<file path="config.mk">
export PLATFORM = sky130hd
export DESIGN_NAME = uart_rx_word_assembler
export DESIGN_NICKNAME = d
export VERILOG_FILES = /design/src/rtl/uart_rx_word_assembler.sv
export SDC_FILE = /design/constraint.sdc
export NUM_CORES = 1
export LEC_CHECK = 0
export CAP_MARGIN = 20
export CORE_MARGIN = 2
export CORE_UTILIZATION = 40
export CTS_CLUSTER_SIZE = 30
export DETAILED_ROUTE_END_ITERATION = 8
export PLACE_DENSITY = 0.68
export SYNTH_ARGS = -nofsm -noshare
export SYNTH_HDL_FRONTEND = slang
export SYNTH_SLANG_ARGS = --single-unit
</file>
<file path="constraint.sdc">
create_clock -name clk -period 6.2 [get_ports clk]
set_clock_uncertainty 0.2 [all_clocks]
set_input_delay 1.86 -clock clk [delete_from_list [all_inputs] [get_ports clk]]
set_output_delay 1.86 -clock clk [all_outputs]
set_load 0.05 [all_outputs]
</file>
<file path="src/rtl/uart_rx_word_assembler.sv">
// Packs UART receiver byte strobes into words behind a single-entry valid/ready buffer.
// Define UART_WORD_BIG_ENDIAN_EN to place the first received byte in the word's MSB.
module uart_rx_word_assembler #(
    parameter int BYTES_PER_WORD = 4,
    parameter int TIMEOUT_CYCLES = 100000,
    localparam int DATA_W = 8 * BYTES_PER_WORD,
    localparam int CNT_W  = $clog2(BYTES_PER_WORD + 1),
    localparam int GAP_W  = (TIMEOUT_CYCLES > 2) ? $clog2(TIMEOUT_CYCLES) : 1
) (
    input  logic              clk,
    input  logic              rst_n,
    input  logic [7:0]        rx_data_i,
    input  logic              rx_valid_i,
    input  logic              clear_i,
    output logic [DATA_W-1:0] word_o,
    output logic              word_valid_o,
    input  logic              word_ready_i,
    output logic [CNT_W-1:0]  byte_cnt_o,
    output logic              overrun_o,
    output logic              timeout_o
);

    // state   | meaning
    // IDLE    | no partial word held, byte count 0
    // COLLECT | partial word held, gap counter running
    typedef enum logic [0:0] {
        IDLE    = 1'b0,
        COLLECT = 1'b1
    } state_t;

    state_t             state_q, state_d;
    logic [CNT_W-1:0]   cnt_q, cnt_d;
    logic [GAP_W-1:0]   gap_q, gap_d;
    logic [DATA_W-1:0]  asm_q, asm_d;
    logic [DATA_W-1:0]  word_q, word_d;
    logic               wvalid_q, wvalid_d;
    logic               ovr_q, ovr_d;
    logic               tmo_q, tmo_d;

    logic               pop;
    logic               can_load;
    logic               last_byte;
    logic               gap_expire;
    logic [DATA_W-1:0]  asm_word;

    function automatic logic [DATA_W-1:0] place_byte(input logic [7:0] b, input logic [CNT_W-1:0] k);
        logic [DATA_W-1:0] w;
        int                sh;
        w = {{(DATA_W-8){1'b0}}, b};
`ifdef UART_WORD_BIG_ENDIAN_EN
        sh = DATA_W - 8 - 8 * int'(k);
`else
        sh = 8 * int'(k);
`endif
        return w << sh;
    endfunction

    assign pop        = wvalid_q & word_ready_i;
    assign can_load   = ~wvalid_q | pop;
    assign last_byte  = (cnt_q == CNT_W'(BYTES_PER_WORD - 1));
    assign gap_expire = (gap_q == GAP_W'(TIMEOUT_CYCLES - 2));
    assign asm_word   = asm_q | place_byte(rx_data_i, cnt_q);

    always_comb begin
        state_d  = state_q;
        cnt_d    = cnt_q;
        gap_d    = gap_q;
        asm_d    = asm_q;
        word_d   = word_q;
        wvalid_d = wvalid_q & ~pop;
        ovr_d    = ovr_q;
        tmo_d    = 1'b0;

        if (clear_i) begin
            state_d  = IDLE;
            cnt_d    = '0;
            gap_d    = '0;
            asm_d    = '0;
            wvalid_d = 1'b0;
            ovr_d    = 1'b0;
        end else if (rx_valid_i) begin
            gap_d = '0;
            if (last_byte) begin
                // A popped buffer can take the new word in the same cycle
                if (can_load) begin
                    word_d   = asm_word;
                    wvalid_d = 1'b1;
                end else begin
                    ovr_d = 1'b1;
                end
                cnt_d   = '0;
                asm_d   = '0;
                state_d = IDLE;
            end else begin
                asm_d   = asm_word;
                cnt_d   = cnt_q + CNT_W'(1);
                state_d = COLLECT;
            end
        end else begin
            case (state_q)
                IDLE: begin
                    gap_d = '0;
                end
                COLLECT: begin
                    if (gap_expire) begin
                        cnt_d   = '0;
                        gap_d   = '0;
                        asm_d   = '0;
                        tmo_d   = 1'b1;
                        state_d = IDLE;
                    end else begin
                        gap_d = gap_q + GAP_W'(1);
                    end
                end
                default: begin
                    state_d = IDLE;
                end
            endcase
        end
    end

    always_ff @(posedge clk or negedge rst_n) begin
        if (!rst_n) begin
            state_q  <= IDLE;
            cnt_q    <= '0;
            gap_q    <= '0;
            asm_q    <= '0;
            word_q   <= '0;
            wvalid_q <= 1'b0;
            ovr_q    <= 1'b0;
            tmo_q    <= 1'b0;
        end else begin
            state_q  <= state_d;
            cnt_q    <= cnt_d;
            gap_q    <= gap_d;
            asm_q    <= asm_d;
            word_q   <= word_d;
            wvalid_q <= wvalid_d;
            ovr_q    <= ovr_d;
            tmo_q    <= tmo_d;
        end
    end

    assign word_o       = word_q;
    assign word_valid_o = wvalid_q;
    assign byte_cnt_o   = cnt_q;
    assign overrun_o    = ovr_q;
    assign timeout_o    = tmo_q;

endmodule

</file>
==> results, run 1 <==
- The count of final setup violators is 0.
- In this run, synthesis inferred 0 flip-flops with an integrated enable.
- Once the clock tree was built, the setup fixing pass inserted 0 buffers.
- The via count of the first global-routing pass is 2,604.
- The final route contains 2,674 vias.
- Once detail routing completed, the nets flagged for antenna violations numbered 0.
- The count of inserted antenna diode cells is 0.
- During placement, the flow inserted port buffers numbering 50.
- The clock latency on the worst-skew pair is 0.37 ns.
- The arrival time of the worst setup path is 3.95 ns.
- The area fraction of the dominant cell type after synthesis is 0.578.
- Measured against its own limit, the worst slew margin works out to 0.332.
- In the synthesized netlist the dominant register cell turns out to be dfrtp_1.
- The count of pins over their slew limit is 0.
- Once the clock tree was built, the resizer swapped 0 gates to a different size.
- The critical path is of the in2reg type.
- In the final layout, the share of cells above drive strength 1 is 0.0900.
- The cell family contributing the most delay on the critical path is compound AO/OA/AOI/OAI gates.
- After synthesis, the cell types taking the most area are dfrtp_1 (58%), a21oi_1 (8.8%), a22o_1 (6.9%).
- The average cell area after synthesis is 11.0 µm².
- The synthesized instance count is 347.
- The power after layout is 1.55 mW.
- Leaving out fill and tap cells, the most frequent cells in the layout are dfrtp_1 (88), a21oi_1 (67), nor2_1 (54), clkdlybuf4s50_1 (49), a22o_1 (30).
- The number of cells after detailed placement is 501.
- Summing every instance area after synthesis gives 3810 µm².
- After the flow finishes, the layout carries non-filler instances totaling 518.
- The die outline width is 102 µm.
- At the pin with the least slew margin, the transition time is 0.994 ns.
- The post-synth net total is 363.
- The cell at the slowest stage of the critical path is a41oi_4.
- The class of the worst hold path is reg2reg.
- After clock tree synthesis, the clock-pin slew on the worst setup and hold paths is 0.09 ns.
- Dividing the final minimum period by the clock period gives 0.620.
- The number of maximum-capacitance constraint violations is 0.
- The signal on the critical path passes through clkdlybuf4s50_1 -> inv_1 -> nand3_1 -> a41oi_4 -> a22o_2.
- Dividing total power by cell area gives a power density of 343 nW/µm².
- Entering global routing, the biggest net connects 89 pins.
- The remaining design rule violation count is 0.
- The cell at the root of the clock tree is clkbuf_8.
- The number of buffers and inverters on the critical path is 2.
- The core area is 9240 µm².
- The initial antenna violation count is 0.
- In the final routed layout, each cell accounts on average for 15.1 µm.
- The number of warnings issued by yosys is 0.
- Based on the critical path, the design can be clocked at up to 0.260 GHz.
- The peak ir drop on the vdd network is 124 µV.
- The iteration count of the initial detailed-routing pass is 4.
- In this run the count of I/O pins placed on the die edge is 51.
- The sequential-to-total area share from yosys stat is 0.578.
- The number of cell rows is 35.
- The placer's final routability congestion estimate is 0.819.
- The number of buffers on the longest clock path is 2.
- The layout has 826 filler cells.
- Setup repair after global routing left no endpoint under its margin.
- The overall die height is 102 µm.
- TritonCTS built the clock tree.
- The required time at the endpoint of the critical path is 6.31 ns.
- In this run, synthesis produced a sequential element count of 88.
- The footprint of the multi-input gates is 1410 µm².
- Once layout is complete, the utilization of the core stands at 0.491.
- The first-pass GRT wire length is 13,200 µm.
- The number of buffers created by CTS is 9.
- The final sum of negative setup slack is 0 ns.
- The highest net fanout along the worst path is 32.
- The routed design could run at a clock period as short as 3.84 ns.
- The initial utilization of the core area, before any placement, comes to 0.412.
- Compared with the post-synthesis result, the final layout area differs by 19.0%.
- The run finished with clean final reports.
- The sequential cell area in the final layout is 2200 µm².
- The die covers 10,300 µm².
- The routed wire length is 7850 µm.
- The worst setup path is launched from a primary input.
- In this run, post-CTS hold repair placed 0 buffers.
- Summed over all instances, the cell type with the most area after synthesis is dfrtp_1.
- The H-tree level count is 3.
- The longest individual stage delay on the worst path is 0.87 ns.
- The count of unique library cells instantiated by Yosys is 45.
- The final-stage net count is 400.
- The placed wire-length estimate after detailed placement is 5090 µm.
- The post-detailed-route via-to-cell ratio is 5.16.
- The number of clock sinks seen by CTS is 88.
- In this run the static leakage power is 1.93 nW.
- The final hold violation count is 0.
- STA classifies the critical path endpoint as a flip-flop.
- In the global route stage, overall resource usage came out at 0.166.
- The total congestion overflow after global routing is 0.
- The most common cell after layout, fill and taps aside is dfrtp_1.
- The share of flip-flops with an asynchronous set or reset after synthesis is 1.00.
- The first routing iteration left 227 violations.
-- worst paths after layout --
check                                         to  slack (ns)                       from  depth (start not counted)
max                         asm_q[1]$_DFFE_PN0P_        2.36                    clear_i                          5
min                        asm_q[27]$_DFFE_PN0P_        0.31      asm_q[27]$_DFFE_PN0P_                          1
max reg2reg                 asm_q[1]$_DFFE_PN0P_        3.62  byte_cnt_o[0]$_DFFE_PN0P_                          5
min reg2reg                asm_q[27]$_DFFE_PN0P_        0.31      asm_q[27]$_DFFE_PN0P_                          1
max in group asynchronous  asm_q[21]$_DFFE_PN0P_        4.07                      rst_n                          2
min in group asynchronous     gap_q[1]$_DFF_PN0_        1.13                      rst_n                          1
-- state kept, by name, summed over array words and instances (netlist names) --
name / count
overrun_o: 1
byte_cnt_o: 3
word_valid_o: 1
gap_q: 17
word_o: 32
timeout_o: 1
state_q: 1
asm_q: 32
-- Yosys cell counts, types with 2 or more instances --
library cell     count
nor4_1               4
o21ai_0              2
buf_6                4
or4_4                2
buf_2                4
a21oi_1             67
xnor2_1              8
a22o_1              30
clkbuf_1             6
clkdlybuf4s25_2      8
and2b_2              2
or3_1                2
a22o_2               2
ha_1                 3
inv_1                5
nand4_1              6
nor3_1               4
xor2_1               5
a31o_2               2
nor2_1              54
nand2_1              8
nor3b_2              2
dfrtp_1             88
clkbuf_2             2
nand3_1              7
-- cell type report --
cell class,count,share of cell area
Multi-Input combinational cell,228,0.310
Sequential cell,88,0.486
Timing Repair Buffer,52,0.118
Clock inverter,7,0.0196
Clock buffer,9,0.0273
Inverter,5,0.00414
Tap cell,129,0.0356
-- per-layer routing --
layer	routed length, µm	GRT usage
met5	0	0
met3	339	0.0366
met1	3770	0.235
met2	3650	0.245
met4	91	0.0748
-- logic make-up (layout without fill, tap and decap cells) --
logic type / count (synthesis) / count (layout) / synth area share
fa+ha+maj: 3 / 3 / 0.00985
simple gates: 104 / 104 / 0.143
buf+inv: 31 / 73 / 0.0545
compound gates: 108 / 108 / 0.185
xor+xnor: 13 / 13 / 0.0299
flops: 88 / 88 / 0.578
-- where the power goes --
group | leakage (nW) | switching, mW | internal, mW
logic | 0.632 | 0.305 | 0.149
clock network | 0.104 | 0.225 | 0.195
registers | 1.19 | 0.0405 | 0.641
-- stage by stage --
stage | area [µm²] | hold slack [ns] | setup WS [ns]
4_1_cts | 4510 | 0.315 | 2.38
5_1_grt | 4530 | 0.325 | 2.19
2_1_floorplan | 3810 | 0.267 | 3.08
3_5_place_dp | 4290 | 0.283 | 2.00
3_3_place_gp | 4290 | 0.283 | 2.09
6_report | 4530 | 0.313 | 2.36
Note: power is estimated with default switching activity, not from simulation.
==> inputs of run 2 (changes only) <==
- clock period: 6.2 -> 3.7 ns (I/O delays scaled with it)
==> run 2 against run 1 <==
Against the previous run:
- final cell count grew 0.39%
- critical path depth decreased by 4
- critical endpoint is now byte_cnt_o[0]
- power up 65%
- die area unchanged
- wire length rose by 1.8%
- clock power rose by 55%
- first-iteration DRC count shrank 10%
- sequential share of layout area is essentially flat
- sequential cell count did not move
- via count increased by 0.19%
==> results, run 2 (synthesis gave the netlist of run 1 again) <==
- The total number of vias is 2,679 (was 2,674).
- The most common cell after layout, fill and taps aside is dfrtp_1 (unchanged).
- The power density of the placed cells is 564 nW/µm² (was 343 nW/µm²).
- The transition time at the pin with the least slew margin is 0.692 ns (was 0.994 ns).
- The iteration-0 DRC count of the detailed router was 204 (was 227).
- The wire length per cell is 15.4 µm (was 15.1 µm).
- The final worst-path setup slack was 0.670 ns (was 2.36 ns).
- The number of buffers and inverters on the critical path was 1 (was 2).
- The fraction of layout cells with a size suffix above 1 is 0.0946 (was 0.0900).
- The layout overhead on the synthesized area was 19.0% (about the same).
- The worst reg2reg path startpoint is byte_cnt_o[0]$_DFFE_PN0P_ (unchanged).
- The pre-CTS setup slack was 0.541 ns (was 2.00 ns).
- The class of the worst hold path is reg2reg (unchanged).
- The count of inserted antenna diode cells is 0 (unchanged).
- The register-to-register setup slack is 1.40 ns (was 3.62 ns).
- The number of port buffers is 50 (unchanged).
- The number of buffers added to fix hold violations after cts came to 0 (unchanged).
- The fill cell total of the finished layout was 867 (was 826).
- The total congestion overflow after global routing came to 0 (unchanged).
- The required time at the endpoint of the critical path is 2.39 ns (was 6.31 ns).
- Outcome: completed (unchanged).
- The number of cell rows is 35 (unchanged).
- The die outline width is 102 µm (unchanged).
- The start-to-end type of the worst setup path is reg2out (was in2reg).
- The final-layout worst hold slack came to 0.311 ns (was 0.313 ns).
- Unrepaired setup endpoints after global routing: no (unchanged).
- The hold path startpoint is asm_q[24]$_DFFE_PN0P_ (was asm_q[27]$_DFFE_PN0P_).
- The number of gates given a new drive strength after cts was 0 (unchanged).
- The cell at the root of the clock tree is clkbuf_8 (unchanged).
- The number of maximum-capacitance constraint violations came to 0 (unchanged).
- The first-pass GRT wire length came to 13,100 µm (was 13,200 µm).
- The critical path capture point type is an output port (was flip-flop).
- The CTS clock-pin slew for the worst setup and hold paths is 0.10 ns (was 0.09 ns).
- The remaining design rule violation count was 0 (unchanged).
- The fmax is 0.330 GHz.
- The worst max-slew margin expressed relative to the limit is 0.538 (was 0.332).
- The peak ir drop on the vdd network came to 204 µV (was 124 µV).
- Commonest cells after routing, fill and taps aside: dfrtp_1 (88), a21oi_1 (67), nor2_1 (54), clkdlybuf4s50_1 (49), a22o_1 (30) (unchanged).
- The cell class contributing the biggest share of worst-path delay was buffers and inverters (was compound AO/OA/AOI/OAI gates).
- The final hold violation count is 0 (unchanged).
- The highest net fanout along the worst path was 8 (was 32).
- The count of final setup violators is 0 (unchanged).
- The placed wire-length estimate after detailed placement is 5250 µm (was 5090 µm).
- The count of cells along the worst hold path is 1 (unchanged).
- The worst-case hold path end point is asm_q[24]$_DFFE_PN0P_ (was asm_q[27]$_DFFE_PN0P_).
- The clock latency on the worst-skew pair is 0.35 ns (was 0.37 ns).
- The number of clock sinks seen by CTS was 88 (unchanged).
- The initial core utilization is 0.412 (unchanged).
- Critical path cell sequence: clkdlybuf4s50_1 (was clkdlybuf4s50_1 -> inv_1 -> nand3_1 -> a41oi_4 -> a22o_2).
- The largest net degree at the start of global routing was 65 (was 89).
- The static power due to leakage is 1.93 nW (about the same).
- The post-detailed-route via-to-cell ratio is 5.15 (was 5.16).
- The number of cell instances on the worst register-to-register path is 6 (was 5).
- The placer's final routability congestion estimate is 0.845 (was 0.819).
- Counting I/O delays and the setup requirement, the final critical path takes 3.03 ns.
- The power after layout is 2.56 mW (was 1.55 mW).
- The final sum of negative setup slack came to 0 ns (unchanged).
- The iteration count of the initial detailed-routing pass is 4 (unchanged).
- The final worst-path cycle share is 0.819.
- The number of buffers created by CTS is 9 (unchanged).
- The TritonCTS clock tree is built (unchanged).
- The end of the worst register-to-register path is asm_q[1]$_DFFE_PN0P_ (unchanged).
- The path length in cells of the critical path was 1 (was 5).
- The count of pins over their slew limit was 0 (unchanged).
- The die area is 10,300 µm² (unchanged).
- The longest individual stage delay on the worst path is 0.86 ns (was 0.87 ns).
- The H-tree level count was 3 (unchanged).
- The total global-route track usage came to 0.165 (was 0.166).
- The core area was 9240 µm² (unchanged).
- The initial antenna violation count was 0 (unchanged).
- The total placed instance area is 4340 µm² (was 4290 µm²).
- The finished layout cell area was 4530 µm² (about the same).
- The cell at the slowest stage of the critical path is clkdlybuf4s50_1 (was a41oi_4).
- The number of buffers inserted by post-CTS setup repair is 0 (unchanged).
- The via count of the first global-routing pass came to 2,575 (was 2,604).
- The final non-filler cell total is 520 (was 518).
- The number of cells after detailed placement is 504 (was 501).
- The post-layout utilization of the core is 0.491 (about the same).
- The startpoint type of the worst setup path is a flip-flop (was primary input).
- The final-stage net count is 402 (was 400).
- The count of nets left with antenna violations after detail routing is 0 (unchanged).
- The number of primary I/O pins is 51 (unchanged).
- The routed wire length is 7990 µm (was 7850 µm).
- The overall die height is 102 µm (unchanged).
- The arrival time of the worst setup path came to 1.72 ns (was 3.95 ns).
- The number of buffers on the longest clock path came to 2 (unchanged).
==> run 2: cell type report <==
| type | instances | area [µm²] | area share |
|---|---|---|---|
| inverters | 5 | 18.8 | 0.00414 |
| flip-flops and latches | 88 | 2200 | 0.486 |
| clock buffers | 9 | 124 | 0.0273 |
| multi-input cells | 228 | 1410 | 0.310 |
| clock inverters | 7 | 70.1 | 0.0155 |
| well taps | 129 | 161 | 0.0356 |
| repair buffers | 54 | 553 | 0.122 |
==> run 2: worst max path at each step <==
| stage | from | to | slack (ns) |
|---|---|---|---|
| 2_1_floorplan | rx_valid_i | word_o[0]$_DFFE_PN0P_ | 1.33 |
| 3_3_place_gp | clear_i | asm_q[1]$_DFFE_PN0P_ | 0.65 |
| 3_5_place_dp | clear_i | asm_q[5]$_DFFE_PN0P_ | 0.54 |
| 4_1_cts | byte_cnt_o[0]$_DFFE_PN0P_ | byte_cnt_o[0] | 0.65 |
| 5_1_grt | byte_cnt_o[0]$_DFFE_PN0P_ | byte_cnt_o[0] | 0.61 |
| 6_report | byte_cnt_o[0]$_DFFE_PN0P_ | byte_cnt_o[0] | 0.67 |
==> run 2: power breakdown <==
group	total [mW]	switching, mW	internal [mW]
sequential	1.14	0.0672	1.07
combinational	0.766	0.514	0.251
clock	0.650	0.383	0.267
total	2.56	0.965	1.59
==> run 2: per-layer routing <==
layer  track usage  vias up  wire (µm)
met5             0        -          0
met4        0.0717        0        103
met3        0.0269        6        367
met2         0.234       62       3670
met1         0.248     1302       3850
li1              -     1309          -
